### src/rtl/hazard_ctrl_n_if.sv
// rtl/hazard_ctrl_n_if.sv - hazard controller signal bundle (HAZARD_PERF_EN adds perf counters)
interface hazard_ctrl_n_if #(
    parameter int N_FWD     = 3,
    parameter int FETCH_STG = 2,
    parameter int REG_AW    = 5,
    parameter int SELW      = $clog2(N_FWD + 1)
);
    // Decode / execute operand and destination addresses
    logic [REG_AW-1:0]       r1AddrD;
    logic [REG_AW-1:0]       r2AddrD;
    logic [REG_AW-1:0]       r1AddrE;
    logic [REG_AW-1:0]       r2AddrE;
    logic [REG_AW-1:0]       rdE;
    logic                    regWriteE;
    logic                    notReadyE;
    // Downstream forwarding sources, stage 0 youngest
    logic [N_FWD*REG_AW-1:0] rdStg;
    logic [N_FWD-1:0]        regWriteStg;
    logic [N_FWD-1:0]        notReadyStg;
    // Multi-cycle mul/div unit
    logic                    mdStartE;
    logic [REG_AW-1:0]       mdRdE;
    logic                    mdDone;
    logic                    wrongBranchE;
    // Controls back to the datapath
    logic [SELW-1:0]         fwdAE;
    logic [SELW-1:0]         fwdBE;
    logic                    stallF;
    logic                    stallD;
    logic                    flushD;
    logic                    flushE;
    logic [FETCH_STG-1:0]    flushF;
    logic                    mdBusy;
`ifdef HAZARD_PERF_EN
    logic [31:0]             stallCnt;
    logic [31:0]             flushCnt;
`endif

    // Datapath side
    modport master (
        output r1AddrD, r2AddrD, r1AddrE, r2AddrE, rdE, regWriteE, notReadyE,
        output rdStg, regWriteStg, notReadyStg,
        output mdStartE, mdRdE, mdDone, wrongBranchE,
        input  fwdAE, fwdBE, stallF, stallD, flushD, flushE, flushF, mdBusy
`ifdef HAZARD_PERF_EN
        , input stallCnt, flushCnt
`endif
    );

    // Hazard controller side
    modport slave (
        input  r1AddrD, r2AddrD, r1AddrE, r2AddrE, rdE, regWriteE, notReadyE,
        input  rdStg, regWriteStg, notReadyStg,
        input  mdStartE, mdRdE, mdDone, wrongBranchE,
        output fwdAE, fwdBE, stallF, stallD, flushD, flushE, flushF, mdBusy
`ifdef HAZARD_PERF_EN
        , output stallCnt, flushCnt
`endif
    );
endinterface

### src/rtl/hazard_ctrl_n.sv
// rtl/hazard_ctrl_n.sv - N-stage forwarding, load-use/mul-div stalls and branch flush (HAZARD_PERF_EN adds stall/flush counters)
module hazard_ctrl_n #(
    parameter int N_FWD     = 3,
    parameter int FETCH_STG = 2,
    parameter int REG_AW    = 5,
    parameter int SELW      = $clog2(N_FWD + 1)
) (
    input  logic             clk,
    input  logic             rstN,
    hazard_ctrl_n_if.slave   hz
);

    typedef enum logic [1:0] {IDLE, BUSY, WB} mdStateT;

    mdStateT           mdState;
    mdStateT           mdStateNext;
    logic [REG_AW-1:0] mdRdQ;
    logic [REG_AW-1:0] mdRdNext;

    logic [SELW-1:0]   fwdA;
    logic [SELW-1:0]   fwdB;
    logic              notReadyA;
    logic              notReadyB;
    logic              loadUse;
    logic              useStall;
    logic              mdStall;
    logic              mdBusyInt;
    logic              stallAny;

    // Forward select: scan oldest to youngest so the youngest match overwrites
    always_comb begin
        fwdA      = '0;
        fwdB      = '0;
        notReadyA = 1'b0;
        notReadyB = 1'b0;
        for (int i = N_FWD - 1; i >= 0; i--) begin
            if (hz.regWriteStg[i] && (hz.rdStg[i*REG_AW +: REG_AW] != '0)
                    && (hz.rdStg[i*REG_AW +: REG_AW] == hz.r1AddrE)) begin
                fwdA      = SELW'(i + 1);
                notReadyA = hz.notReadyStg[i];
            end
            if (hz.regWriteStg[i] && (hz.rdStg[i*REG_AW +: REG_AW] != '0)
                    && (hz.rdStg[i*REG_AW +: REG_AW] == hz.r2AddrE)) begin
                fwdB      = SELW'(i + 1);
                notReadyB = hz.notReadyStg[i];
            end
        end
    end

    // Load in execute feeding decode, or execute needing a value still in flight
    always_comb begin
        loadUse  = hz.regWriteE && hz.notReadyE && (hz.rdE != '0)
                   && ((hz.r1AddrD == hz.rdE) || (hz.r2AddrD == hz.rdE));
        useStall = loadUse || notReadyA || notReadyB;
    end

    // Mul/div scoreboard state and destination register
    always_ff @(posedge clk or negedge rstN) begin
        if (!rstN) begin
            mdState <= IDLE;
            mdRdQ   <= '0;
        end else begin
            mdState <= mdStateNext;
            mdRdQ   <= mdRdNext;
        end
    end

    // Mul/div next state; a start squashed by a redirect never occupies the unit
    always_comb begin
        mdStateNext = mdState;
        mdRdNext    = mdRdQ;
        case (mdState)
            IDLE: begin
                if (hz.mdStartE && !hz.wrongBranchE) begin
                    mdStateNext = BUSY;
                    mdRdNext    = hz.mdRdE;
                end
            end
            BUSY: begin
                if (hz.mdDone) begin
                    mdStateNext = WB;
                end
            end
            WB: begin
                if (hz.mdStartE && !hz.wrongBranchE) begin
                    mdStateNext = BUSY;
                    mdRdNext    = hz.mdRdE;
                end else begin
                    mdStateNext = IDLE;
                end
            end
            default: mdStateNext = IDLE;
        endcase
    end

    // Decode waits while it reads the pending mul/div destination
    always_comb begin
        mdBusyInt = (mdState == BUSY);
        mdStall   = mdBusyInt && (mdRdQ != '0)
                    && ((hz.r1AddrD == mdRdQ) || (hz.r2AddrD == mdRdQ));
        stallAny  = useStall || mdStall;
    end

    assign hz.fwdAE  = fwdA;
    assign hz.fwdBE  = fwdB;
    assign hz.stallF = stallAny;
    assign hz.stallD = stallAny;
    assign hz.flushE = stallAny || hz.wrongBranchE;
    assign hz.flushD = hz.wrongBranchE;
    assign hz.flushF = {FETCH_STG{hz.wrongBranchE}};
    assign hz.mdBusy = mdBusyInt;

`ifdef HAZARD_PERF_EN
    logic [31:0] stallCntQ;
    logic [31:0] flushCntQ;

    // Saturating stall / flush cycle counters
    always_ff @(posedge clk or negedge rstN) begin
        if (!rstN) begin
            stallCntQ <= '0;
            flushCntQ <= '0;
        end else begin
            if (stallAny && (stallCntQ != 32'hFFFF_FFFF)) begin
                stallCntQ <= stallCntQ + 32'd1;
            end
            if ((stallAny || hz.wrongBranchE) && (flushCntQ != 32'hFFFF_FFFF)) begin
                flushCntQ <= flushCntQ + 32'd1;
            end
        end
    end

    assign hz.stallCnt = stallCntQ;
    assign hz.flushCnt = flushCntQ;
`endif

endmodule

### src/flat_wrapper.sv
// flat-port wrapper written by rule: the top's interface ports become plain ports
module hazard_ctrl_n_flat 
#(
    parameter int N_FWD     = 3,
    parameter int FETCH_STG = 2,
    parameter int REG_AW    = 5,
    parameter int SELW      = $clog2(N_FWD + 1)
)
  (clk, rstN, hz_r1AddrD, hz_r2AddrD, hz_r1AddrE, hz_r2AddrE, hz_rdE, hz_regWriteE, hz_notReadyE, hz_rdStg, hz_regWriteStg, hz_notReadyStg, hz_mdStartE, hz_mdRdE, hz_mdDone, hz_wrongBranchE, hz_fwdAE, hz_fwdBE, hz_stallF, hz_stallD, hz_flushD, hz_flushE, hz_flushF, hz_mdBusy);
  hazard_ctrl_n_if #(.N_FWD(N_FWD), .FETCH_STG(FETCH_STG), .REG_AW(REG_AW), .SELW(SELW)) hz_i ();
  input  logic clk;
  input  logic rstN;
  input wire logic [$bits(hz_i.r1AddrD)-1:0] hz_r1AddrD;
  input wire logic [$bits(hz_i.r2AddrD)-1:0] hz_r2AddrD;
  input wire logic [$bits(hz_i.r1AddrE)-1:0] hz_r1AddrE;
  input wire logic [$bits(hz_i.r2AddrE)-1:0] hz_r2AddrE;
  input wire logic [$bits(hz_i.rdE)-1:0] hz_rdE;
  input wire logic [$bits(hz_i.regWriteE)-1:0] hz_regWriteE;
  input wire logic [$bits(hz_i.notReadyE)-1:0] hz_notReadyE;
  input wire logic [$bits(hz_i.rdStg)-1:0] hz_rdStg;
  input wire logic [$bits(hz_i.regWriteStg)-1:0] hz_regWriteStg;
  input wire logic [$bits(hz_i.notReadyStg)-1:0] hz_notReadyStg;
  input wire logic [$bits(hz_i.mdStartE)-1:0] hz_mdStartE;
  input wire logic [$bits(hz_i.mdRdE)-1:0] hz_mdRdE;
  input wire logic [$bits(hz_i.mdDone)-1:0] hz_mdDone;
  input wire logic [$bits(hz_i.wrongBranchE)-1:0] hz_wrongBranchE;
  output wire logic [$bits(hz_i.fwdAE)-1:0] hz_fwdAE;
  output wire logic [$bits(hz_i.fwdBE)-1:0] hz_fwdBE;
  output wire logic [$bits(hz_i.stallF)-1:0] hz_stallF;
  output wire logic [$bits(hz_i.stallD)-1:0] hz_stallD;
  output wire logic [$bits(hz_i.flushD)-1:0] hz_flushD;
  output wire logic [$bits(hz_i.flushE)-1:0] hz_flushE;
  output wire logic [$bits(hz_i.flushF)-1:0] hz_flushF;
  output wire logic [$bits(hz_i.mdBusy)-1:0] hz_mdBusy;
  assign hz_i.r1AddrD = hz_r1AddrD;
  assign hz_i.r2AddrD = hz_r2AddrD;
  assign hz_i.r1AddrE = hz_r1AddrE;
  assign hz_i.r2AddrE = hz_r2AddrE;
  assign hz_i.rdE = hz_rdE;
  assign hz_i.regWriteE = hz_regWriteE;
  assign hz_i.notReadyE = hz_notReadyE;
  assign hz_i.rdStg = hz_rdStg;
  assign hz_i.regWriteStg = hz_regWriteStg;
  assign hz_i.notReadyStg = hz_notReadyStg;
  assign hz_i.mdStartE = hz_mdStartE;
  assign hz_i.mdRdE = hz_mdRdE;
  assign hz_i.mdDone = hz_mdDone;
  assign hz_i.wrongBranchE = hz_wrongBranchE;
  assign hz_fwdAE = hz_i.fwdAE;
  assign hz_fwdBE = hz_i.fwdBE;
  assign hz_stallF = hz_i.stallF;
  assign hz_stallD = hz_i.stallD;
  assign hz_flushD = hz_i.flushD;
  assign hz_flushE = hz_i.flushE;
  assign hz_flushF = hz_i.flushF;
  assign hz_mdBusy = hz_i.mdBusy;
  hazard_ctrl_n #(.N_FWD(N_FWD), .FETCH_STG(FETCH_STG), .REG_AW(REG_AW), .SELW(SELW)) u_core (.clk(clk), .rstN(rstN), .hz(hz_i));
endmodule
### config.mk
export PLATFORM = sky130hd
export DESIGN_NAME = hazard_ctrl_n_flat
export DESIGN_NICKNAME = d
export VERILOG_FILES = /design/src/rtl/hazard_ctrl_n_if.sv /design/src/rtl/hazard_ctrl_n.sv /design/src/flat_wrapper.sv
export SDC_FILE = /design/constraint.sdc
export NUM_CORES = 1
export LEC_CHECK = 0
export BUFFER_PORTS_ARGS = -buffer_cell sky130_fd_sc_hd__buf_2
export CORE_ASPECT_RATIO = 1.75
export CORE_MARGIN = 2
export CORE_UTILIZATION = 42
export DETAILED_ROUTE_END_ITERATION = 10
export HOLD_SLACK_MARGIN = 0.15
export PLACE_DENSITY = 0.8
export SYNTH_ARGS = -nofsm -noshare
export SYNTH_HDL_FRONTEND = slang
export SYNTH_SLANG_ARGS = --single-unit
### constraint.sdc
create_clock -name clk -period 2.15 [get_ports clk]
set_input_delay 0.215 -clock clk [delete_from_list [all_inputs] [get_ports clk]]
set_output_delay 0.215 -clock clk [all_outputs]
set_load 0.01 [all_outputs]
Word-level counts from Yosys, hierarchy flattened
Index checks and enable logic that the tools add are counted.
{ "word_totals": {"reg_bits": 7, "out_inout_bits": 11} }
{ "op_classes": {"n_eq_ne": 14, "n_mux": 16, "n_reduce_logical": 31} }
{ "op_table": {"columns": ["cell", "count"], "rows": [
  ["5-bit == test", 10],
  ["5-bit nonzero test", 5],
  ["2-bit two-way mux", 8],
  ["1-bit logical AND", 15],
  ["1-bit two-way mux", 7],
  ["1-bit logical OR", 6],
  ["2-bit case mux with 3 select lines", 1],
  ["2-bit AND reduction", 2],
  ["2-bit by 1-bit == test with 1-bit output, second input constant", 1],
  ["2-bit == test, second input constant", 1],
  ["2-bit logical NOT", 1],
  ["2-bit by 1-bit != test with 1-bit output, second input constant", 1],
  ["2-bit != test, second input constant", 1],
  ["2-bit OR reduction", 1],
  ["1-bit logical NOT", 1]
]} }

Longest topological paths before layout
Gate-level depths: netlist (run 1).
{ "logic_depth": {"ltp_word": 10, "ltp_mapped": 7} }

Worst setup path before layout (run 1)
OpenSTA, ideal clock, no wires.
{ "synth_path": {"kind": "input to output", "startpoint": "input port hz_rdStg[5]", "endpoint": "output port hz_stallF", "arrival_time_ns": 1.557, "t_required_ns": 1.935, "path_slack_ns": 0.378, "stages": 7, "path_buffers": 1, "cell_sequence": "or4_1 nor2_2 nor4_2 mux2i_1 o22a_1 nand3_1 buf_4"} }
{ "synth_between": {"elab_chain_len": 8, "elab_cells_between_ends": 13, "classes_between": "eq/ne (2); mux (4); reduce/logical (7)"} }
{ "synth_lines": {"columns": ["element", "line", "text"], "rows": [
  ["start: declaration", "flat_wrapper.sv:20", "input wire logic [$bits(hz_i.rdStg)-1:0] hz_rdStg;"],
  ["5-bit nonzero test", "hazard_ctrl_n.sv:37, hazard_ctrl_n.sv:42", null],
  ["1-bit logical AND", "hazard_ctrl_n.sv:37, hazard_ctrl_n.sv:42", null],
  ["1-bit logical AND", "hazard_ctrl_n.sv:38", "&& (hz.rdStg[i*REG_AW +: REG_AW] == hz.r1AddrE)) begin"],
  ["1-bit two-way mux (2 in series)", "hazard_ctrl_n.sv:37", "if (hz.regWriteStg[i] && (hz.rdStg[i*REG_AW +: REG_AW] != '0)"],
  ["1-bit logical OR", "hazard_ctrl_n.sv:54", "useStall = loadUse || notReadyA || notReadyB;"],
  ["1-bit logical OR *", "hazard_ctrl_n.sv:54", null],
  ["1-bit logical OR *", "hazard_ctrl_n.sv:101", "stallAny = useStall || mdStall;"],
  ["end: declaration", "flat_wrapper.sv:29", "output wire logic [$bits(hz_i.stallF)-1:0] hz_stallF;"]
]} }
Every way passes the cells marked *; elsewhere a longest branch is shown, timed or not.

Worst setup path after layout (run 1)
{ "layout_path": {"startpoint": "register u_core.mdRdQ[0]", "endpoint": "output port hz_flushE"} }
{ "layout_between": {"elab_chain_len": 5, "elab_cells_between_ends": 8, "classes_between": "eq/ne (2); reduce/logical (6)"} }
{ "layout_lines": {"columns": ["element", "line", "text"], "rows": [
  ["start: declaration", "hazard_ctrl_n.sv:17", "logic [REG_AW-1:0] mdRdQ;"],
  ["start signal: assignment", "hazard_ctrl_n.sv:64", "mdRdQ <= mdRdNext;"],
  ["5-bit == test / 5-bit nonzero test (equally long branches)", "hazard_ctrl_n.sv:100, hazard_ctrl_n.sv:99", null],
  ["1-bit logical OR / 1-bit logical AND (equally long branches)", "hazard_ctrl_n.sv:100, hazard_ctrl_n.sv:99", null],
  ["1-bit logical AND *", "hazard_ctrl_n.sv:100", "&& ((hz.r1AddrD == mdRdQ) || (hz.r2AddrD == mdRdQ));"],
  ["1-bit logical OR *", "hazard_ctrl_n.sv:101", null],
  ["1-bit logical OR *", "hazard_ctrl_n.sv:108", "assign hz.flushE = stallAny || hz.wrongBranchE;"],
  ["end: declaration", "flat_wrapper.sv:32", "output wire logic [$bits(hz_i.flushE)-1:0] hz_flushE;"]
]} }
Marks and branches as above.

==> results of run 1 <==
==> state kept, by name (all words and copies together) (netlist names) <==
register / count
u_core.mdState: 2
u_core.mdRdQ: 5
==> cells in the mapped netlist <==
cell type  instances
o22a_1             1
o21ai_1            2
nor3_1             6
and2_1             1
or4_1              5
nand3_1            7
nand2b_1           1
o22ai_1            1
nor4_2             2
o31ai_1            2
inv_1              2
nor2_1             8
nand2_1            4
nor2b_1            1
xnor2_1           28
nand4_1            3
a211oi_1           1
nor2_2             1
mux2i_1            2
dfrtp_1            7
xor2_1            22
o21ai_2            1
buf_4              4
nor4b_1            1
and2b_1            1
nor3b_2            1
o211ai_1           1
mux2_2             5
a41oi_1            1
a21o_1             1
nor4_1             1
nand4b_1           1
==> power breakdown <==
group          total, mW  internal, mW  leakage (nW)  switching [mW]
Sequential         0.184         0.157        0.0850          0.0273
Combinational      0.292         0.153         0.557           0.139
Clock              0.186         0.128        0.0228          0.0579
Total              0.663         0.439         0.665           0.224
==> worst max path at each step <==
stage               cells past startpoint  slack, ns         to
global placement                        8       0.29  hz_stallD
detailed placement                      8       0.27  hz_flushE
CTS                                     4       0.21  hz_stallF
floorplan                               7       0.38  hz_stallF
finish                                  4       0.24  hz_flushE
global route                            4       0.14  hz_flushE
==> metrics by stage <==
stage,util,power (mW),worst slack [ns],cell area [µm²]
final,0.5950,0.6625,0.2368,1465
after global routing,0.5950,0.7076,0.1441,1465
after CTS,0.5950,0.6721,0.2103,1465
after detailed placement,0.5727,0.4783,0.2661,1410
after global placement,0.5727,0.4729,0.2882,1410
after floorplan,-,0.3542,0.3782,1067
==> logic make-up (layout without fill, tap and decap cells) <==
family | after synthesis | in the layout
AOI/OAI and AO/OA | 11 | 11
xor gates and xnor gates | 50 | 50
buffers and inverters | 6 | 75
DFF | 7 | 7
muxes | 7 | 7
and+or+nand+nor | 44 | 44
==> routing by layer <==
layer | vias to the layer above | track usage
met4 | 0 | 0.1354
met2 | 63 | 0.4549
met1 | 519 | 0.1867
met5 | - | 0
li1 | 578 | -
met3 | 12 | 0.02041
==> repair_timing <==
item                       in CTS  in global routing
hold endpoints to repair        7                  0
setup endpoints to repair       0                  0
hold buffers                    1                  0
==> final cells by class <==
class | count | area, µm² | share of cell area
Multi-Input combinational cell | 112 | 854.6 | 0.5833
Clock buffer | 4 | 45.04 | 0.03074
Sequential cell | 7 | 175.2 | 0.1196
Timing Repair Buffer | 69 | 350.3 | 0.2391
Inverter | 2 | 7.507 | 0.005124
Tap cell | 26 | 32.53 | 0.02220
==> placed cells by master, fill, tap and decap left out, types with 2 or more instances in the layout <==
cell type	count
buf_2	68
xnor2_1	28
xor2_1	22
nor2_1	8
nand3_1	7
dfrtp_1	7
nor3_1	6
or4_1	5
mux2_2	5
nand2_1	4
nand4_1	3
clkbuf_8	3
nor4_2	2
o21ai_1	2
mux2i_1	2
o31ai_1	2
inv_1	2
==> critical path: stages (launching register included) <==
cell,delay (ns)
dfrtp_1,0.40
or4_1,0.55
o211ai_1,0.24
nand4b_1,0.12
buf_2,0.15
==> summary.md, run 1 <==
| Metric | Value |
|---|---|
| Outcome | completed |
| Final Critical Period | 1.913 ns |
| Synth area leader | xnor2_1 |
| Vias per cell | 5.327 |
| Initial antenna violation count | 0 |
| # DRC | 0 |
| Vias in the first global route | 1204 |
| Largest net degree at the start of global routing | 8 |
| Adder-Cell Fraction of Synth Area | 0 |
| Initial Util | 0.4334 |
| Final setup viols | 0 |
| Remaining Overflow, GRT | 0 |
| Fin nets | 253 |
| Clock-pin slew on the worst setup and hold paths | 0.04 ns |
| Fin Setup TNS | 0 ns |
| Initial DRC count | 15 |
| RSZ-0062 raised after global routing | no |
| Chip width | 42.11 µm |
| H-tree depth | 1 |
| Pwr/cell area | 452.2 mW/mm² |
| Crit Path Class | reg2out |
| Routed length per placed instance | 13.76 µm |
| XOR/XNOR share of the synthesized area | 0.4103 |
| Post-synthesis sequential area ratio | 0.1641 |
| Maximum clock path buffer count | 2 |
| Fin. max-slew vios | 0 |
| Area Overhead vs Synth | 37.28% |
| Crit. End Element | output pin |
| Synth Cell Area | 0.001067 mm² |
| Reg2Reg Depth | 2 |
| Hold Path Sink | u_core.mdState[1]$_DFFE_PN0P_ |
| Diode count | 0 |
| First-pass GRT wire length | 5016 µm |
| CTS sink cnt | 7 |
| Met1 Wirelength | 917 µm |
| Met3 wire len | 215 µm |
| DR vias | 1172 |
| Reg2reg start | u_core.mdState[0]$_DFFE_PN0P_ |
| Placed Cells | 215 |
| Max Used Layer | met4 |
| Portion of netlist area occupied by mux cells | 0.07151 |
| CP startpoint | u_core.mdRdQ[0]$_DFFE_PN0P_ |
| Final-layout fill cell count | 236 |
| Post-CTS Setup Bufs | 0 |
| Root buf cell | clkbuf_8 |
| Final Non-Filler Cells | 220 |
| GPL Wtd Cong | 0.9373 |
| Avg Cell Area, Syn | 8.538 µm² |
| Worst IR Drop VDD | 0.0003748 V |
| Max_cap viols | 0 |
| First drt pass iteration count | 4 |
| Reg2reg end | u_core.mdRdQ[1]$_DFFE_PN0P_ |
| Yosys warnings | 0 |
| PortBufs | 68 |
| Critical Path Start Type | register |
| Worst path arrival time | 1.70 ns |
| Yosys top cell area share | 0.2298 |
| CP max FO | 4 |
| Worst Tran Pin Value | 0.4707 ns |
| CTS Buf Count | 3 |
| Synth Register Bits | 7 |
| Clk Latency, worst-skew pair | 0.23 ns |
| Largest family of logic cells by synthesized area | XOR/XNOR gates |
| P_leak | 0.6651 nW |
| R2R Setup Slk | 0.83 ns |
| Mapped Cells | 125 |
| Final hold violation count | 0 |
| WHS | 0.2060 ns |
| Hold Path Cell Cnt | 2 |
| Startpoint of the worst hold path | hz_mdDone |
| Fmax | 0.5227 GHz |
| DIE AREA | 0.002976 mm² |
| Worst rel slew slack | 0.6848 |
| HP Class | in2reg |
| Top Ports | 69 |
| Core Region | 0.002462 mm² |
| Post-Synth Simple-Gate Area | 0.2438 |
| Overall routing resource usage | 0.2198 |
| Chip height | 70.69 µm |
| Unique masters post-synth | 32 |
| Tcrit/Tclk final | 0.8899 |
| DP HPWL | 2695 µm |
| Row count | 24 |
| Final WL | 3028 µm |
| TritonCTS clock tree | done |
| Share of post-route cells with drive strength above 1 | 0.4175 |
| Critical Path RT | 1.93 ns |
| Top cells by area, synth | xnor2_1, xor2_1, dfrtp_1, mux2_2, or4_1 |
| Post-DRT Antenna Nets | 0 |
| Met2 Routed Length | 1751 µm |
| Skew final | 0.0008562 ns |
| Post-Syn Nets | 183 |
| Compound-gate portion of the synthesized area | 0.07503 |
| CTS-repair resized insts | 0 |
(Power assumes the default switching activity.)
==> run 2, diff against run 1 <==
--- a/config.mk
+++ b/config.mk
@@ -6,12 +6,14 @@
 export NUM_CORES = 1
 export LEC_CHECK = 0
 export BUFFER_PORTS_ARGS = -buffer_cell sky130_fd_sc_hd__buf_2
+export CELL_PAD_IN_SITES_DETAIL_PLACEMENT = 1
+export CELL_PAD_IN_SITES_GLOBAL_PLACEMENT = 2
 export CORE_ASPECT_RATIO = 1.75
 export CORE_MARGIN = 2
-export CORE_UTILIZATION = 42
+export CORE_UTILIZATION = 22
 export DETAILED_ROUTE_END_ITERATION = 10
 export HOLD_SLACK_MARGIN = 0.15
-export PLACE_DENSITY = 0.8
+export PLACE_DENSITY_LB_ADDON = 0.1
 export SYNTH_ARGS = -nofsm -noshare
 export SYNTH_HDL_FRONTEND = slang
 export SYNTH_SLANG_ARGS = --single-unit
==> summary.md, run 2 (synthesis results as in run 1) <==
| Metric | Value |
|---|---|
| Outcome | completed (unchanged) |
| Routed length per placed instance | 15.60 µm (was 13.76 µm) |
| Fmax | 0.5172 GHz (was 0.5227 GHz) |
| CTS Buf Count | 3 (unchanged) |
| Final Non-Filler Cells | 246 (was 220) |
| DIE AREA | 0.005446 mm² (was 0.002976 mm²) |
| Hold Path Sink | u_core.mdRdQ[4]$_DFFE_PN0P_ (was u_core.mdState[1]$_DFFE_PN0P_) |
| DR vias | 1169 (was 1172) |
| Overall routing resource usage | 0.1463 (was 0.2198) |
| Initial antenna violation count | 0 (unchanged) |
| PortBufs | 68 (unchanged) |
| R2R Setup Slk | 0.83 ns (about the same) |
| First-pass GRT wire length | 6141 µm (was 5016 µm) |
| GPL Wtd Cong | 0.8915 (was 0.9373) |
| Critical Path Start Type | primary input (was register) |
| Chip width | 56.65 µm (was 42.11 µm) |
| Maximum clock path buffer count | 2 (unchanged) |
| Skew final | 0.0002982 ns (was 0.0008562 ns) |
| Clock Power Share | 0.268 (was 0.281) |
| Largest regs | u_core.mdRdQ (5), u_core.mdState (2) (unchanged) |
| Switch share | 0.3399 (was 0.3381) |
| H-tree depth | 1 (unchanged) |
| # DRC | 0 (unchanged) |
| Critical path's top delay family | simple AND/OR/NAND/NOR gates (unchanged) |
| Diode count | 0 (unchanged) |
| CTS sink cnt | 7 (unchanged) |
| Initial DRC count | 19 (was 15) |
| Max reg flops | 5 (unchanged) |
| Vias per cell | 4.752 (was 5.327) |
| Remaining Overflow, GRT | 0 (unchanged) |
| Core Region | 0.004666 mm² (was 0.002462 mm²) |
| Crit. End Element | output pin (unchanged) |
| Cell mode on critical path | buf_2 |
| Crit Path Class | in2out (was reg2out) |
| Critical Path RT | 1.93 ns (about the same) |
| Hold Path Cell Cnt | 2 (unchanged) |
| Top Ports | 69 (unchanged) |
| Worst Tran Pin Value | 0.4773 ns (was 0.4707 ns) |
| Root buf cell | clkbuf_8 (unchanged) |
| CP peak stage delay | 0.55 ns (about the same) |
| Final worst slack | 0.2166 ns (was 0.2368 ns) |
| Clk Latency, worst-skew pair | 0.22 ns (was 0.23 ns) |
| Slowest CP cell | or4_1 (unchanged) |
| Reg2reg end | u_core.mdRdQ[1]$_DFFE_PN0P_ (unchanged) |
| Fin Setup TNS | 0 ns (unchanged) |
| Worst IR Drop VDD | 0.0004439 V (was 0.0003748 V) |
| Comb pwr share | 0.443 (was 0.441) |
| Max_cap viols | 0 (unchanged) |
| Clock-pin slew on the worst setup and hold paths | 0.04 ns (about the same) |
| Startpoint of the worst hold path | hz_mdRdE[4] (was hz_mdDone) |
| Final WL | 3838 µm (was 3028 µm) |
| Final Critical Period | 1.933 ns (was 1.913 ns) |
| RSZ-0062 raised after global routing | no (unchanged) |
| Share of post-route cells with drive strength above 1 | 0.4175 (unchanged) |
| Largest reg by FF count | u_core.mdRdQ (unchanged) |
| Fin nets | 253 (unchanged) |
| Crit path cell chain | buf_2, or4_1, o21ai_2, a211oi_1, a41oi_1, nand3_1, buf_2 (was or4_1, o211ai_1, nand4b_1, buf_2) |
| Sequential power share | 0.289 (was 0.278) |
| Vias in the first global route | 1282 (was 1204) |
| Tcrit/Tclk final | 0.8992 (was 0.8899) |
| Final hold violation count | 0 (unchanged) |
| Area Overhead vs Synth | 40.33% (was 37.28%) |
| Internal power | 0.4376 mW (was 0.4385 mW) |
| Largest net degree at the start of global routing | 8 (unchanged) |
| Pwr/cell area | 442.7 mW/mm² (was 452.2 mW/mm²) |
| DP HPWL | 3524 µm (was 2695 µm) |
| P_leak | 0.6651 nW (unchanged) |
| Placed Cells | 241 (was 215) |
| Worst path arrival time | 1.72 ns (was 1.70 ns) |
| TritonCTS clock tree | done (unchanged) |
| Post-DRT Antenna Nets | 0 (unchanged) |
| HP Class | in2reg (unchanged) |
| Fin. max-slew vios | 0 (unchanged) |
| Most common cell after layout, fill and taps aside | buf_2 (unchanged) |
| CTS-repair resized insts | 0 (unchanged) |
| Most frequent cells in the layout | buf_2, xnor2_1, xor2_1 (unchanged) |
| Buffers plus inverters on the worst setup path | 2 (was 1) |
| First drt pass iteration count | 3 (was 4) |
| Worst rel slew slack | 0.6804 (was 0.6848) |
| Reg2Reg Depth | 2 (unchanged) |
| Initial Util | 0.2287 (was 0.4334) |
| Net Switching | 0.2254 mW (was 0.2240 mW) |
| Final setup viols | 0 (unchanged) |
| Chip height | 96.14 µm (was 70.69 µm) |
| Row count | 33 (was 24) |
| Fin util | 0.3210 (was 0.5950) |
| Setup WS pre-CTS | 0.1973 ns (was 0.2661 ns) |
| Reg2reg start | u_core.mdState[0]$_DFFE_PN0P_ (unchanged) |
| CP max FO | 5 (was 4) |
-- run 2: how the worst max path moves through the flow --
stage,endpoint,slack [ns],from,cells after the start
after floorplan,hz_stallF,0.38,hz_rdStg[5],7
after global placement,hz_flushE,0.24,hz_rdStg[0],7
after detailed placement,hz_stallD,0.20,hz_rdStg[0],7
after CTS,hz_stallD,0.18,hz_rdStg[0],7
after global routing,hz_stallF,0.02,hz_rdStg[0],7
final,hz_stallF,0.22,hz_rdStg[0],7
-- run 2: per-layer routing --
metal	track usage	vias to the layer above	part of all wire
li1	-	577	-
met1	0.1381	538	0.32
met2	0.3159	48	0.61
met3	0.01747	6	0.061
met4	0.03770	0	0.012
met5	0	-	0
-- run 2: final cells by class --
type,instances,area [µm²]
repair buffers,69,350.3
fillers,597,3168
clock buffers,4,45.04
well taps,52,65.06
inverters,2,7.507
multi-input cells,112,854.6
flip-flops and latches,7,175.2
-- run 2: through the flow --
stage | power (mW) | cell area [µm²] | hold WS [ns]
final | 0.6630 | 1498 | 0.2263
after floorplan | 0.3542 | 1067 | -0.08059
after detailed placement | 0.4914 | 1443 | 0.05404
after global placement | 0.4851 | 1443 | 0.05184
after CTS | 0.6802 | 1498 | 0.2207
after global routing | 0.7211 | 1498 | 0.2253
-- run 2: power groups by stage --
stage               registers [mW]  clock network [mW]  logic, mW
global placement             0.194                   0      0.291
CTS                          0.193               0.186      0.301
floorplan                    0.181                   0      0.173
global route                 0.196               0.198      0.327
detailed placement           0.195                   0      0.296
finish                       0.192               0.178      0.293
-- run 2: repair_timing --
action                    in CTS  in global routing
hold buffers                   1                  0
buffers inserted               0                  0
hold endpoints to repair       7                  0
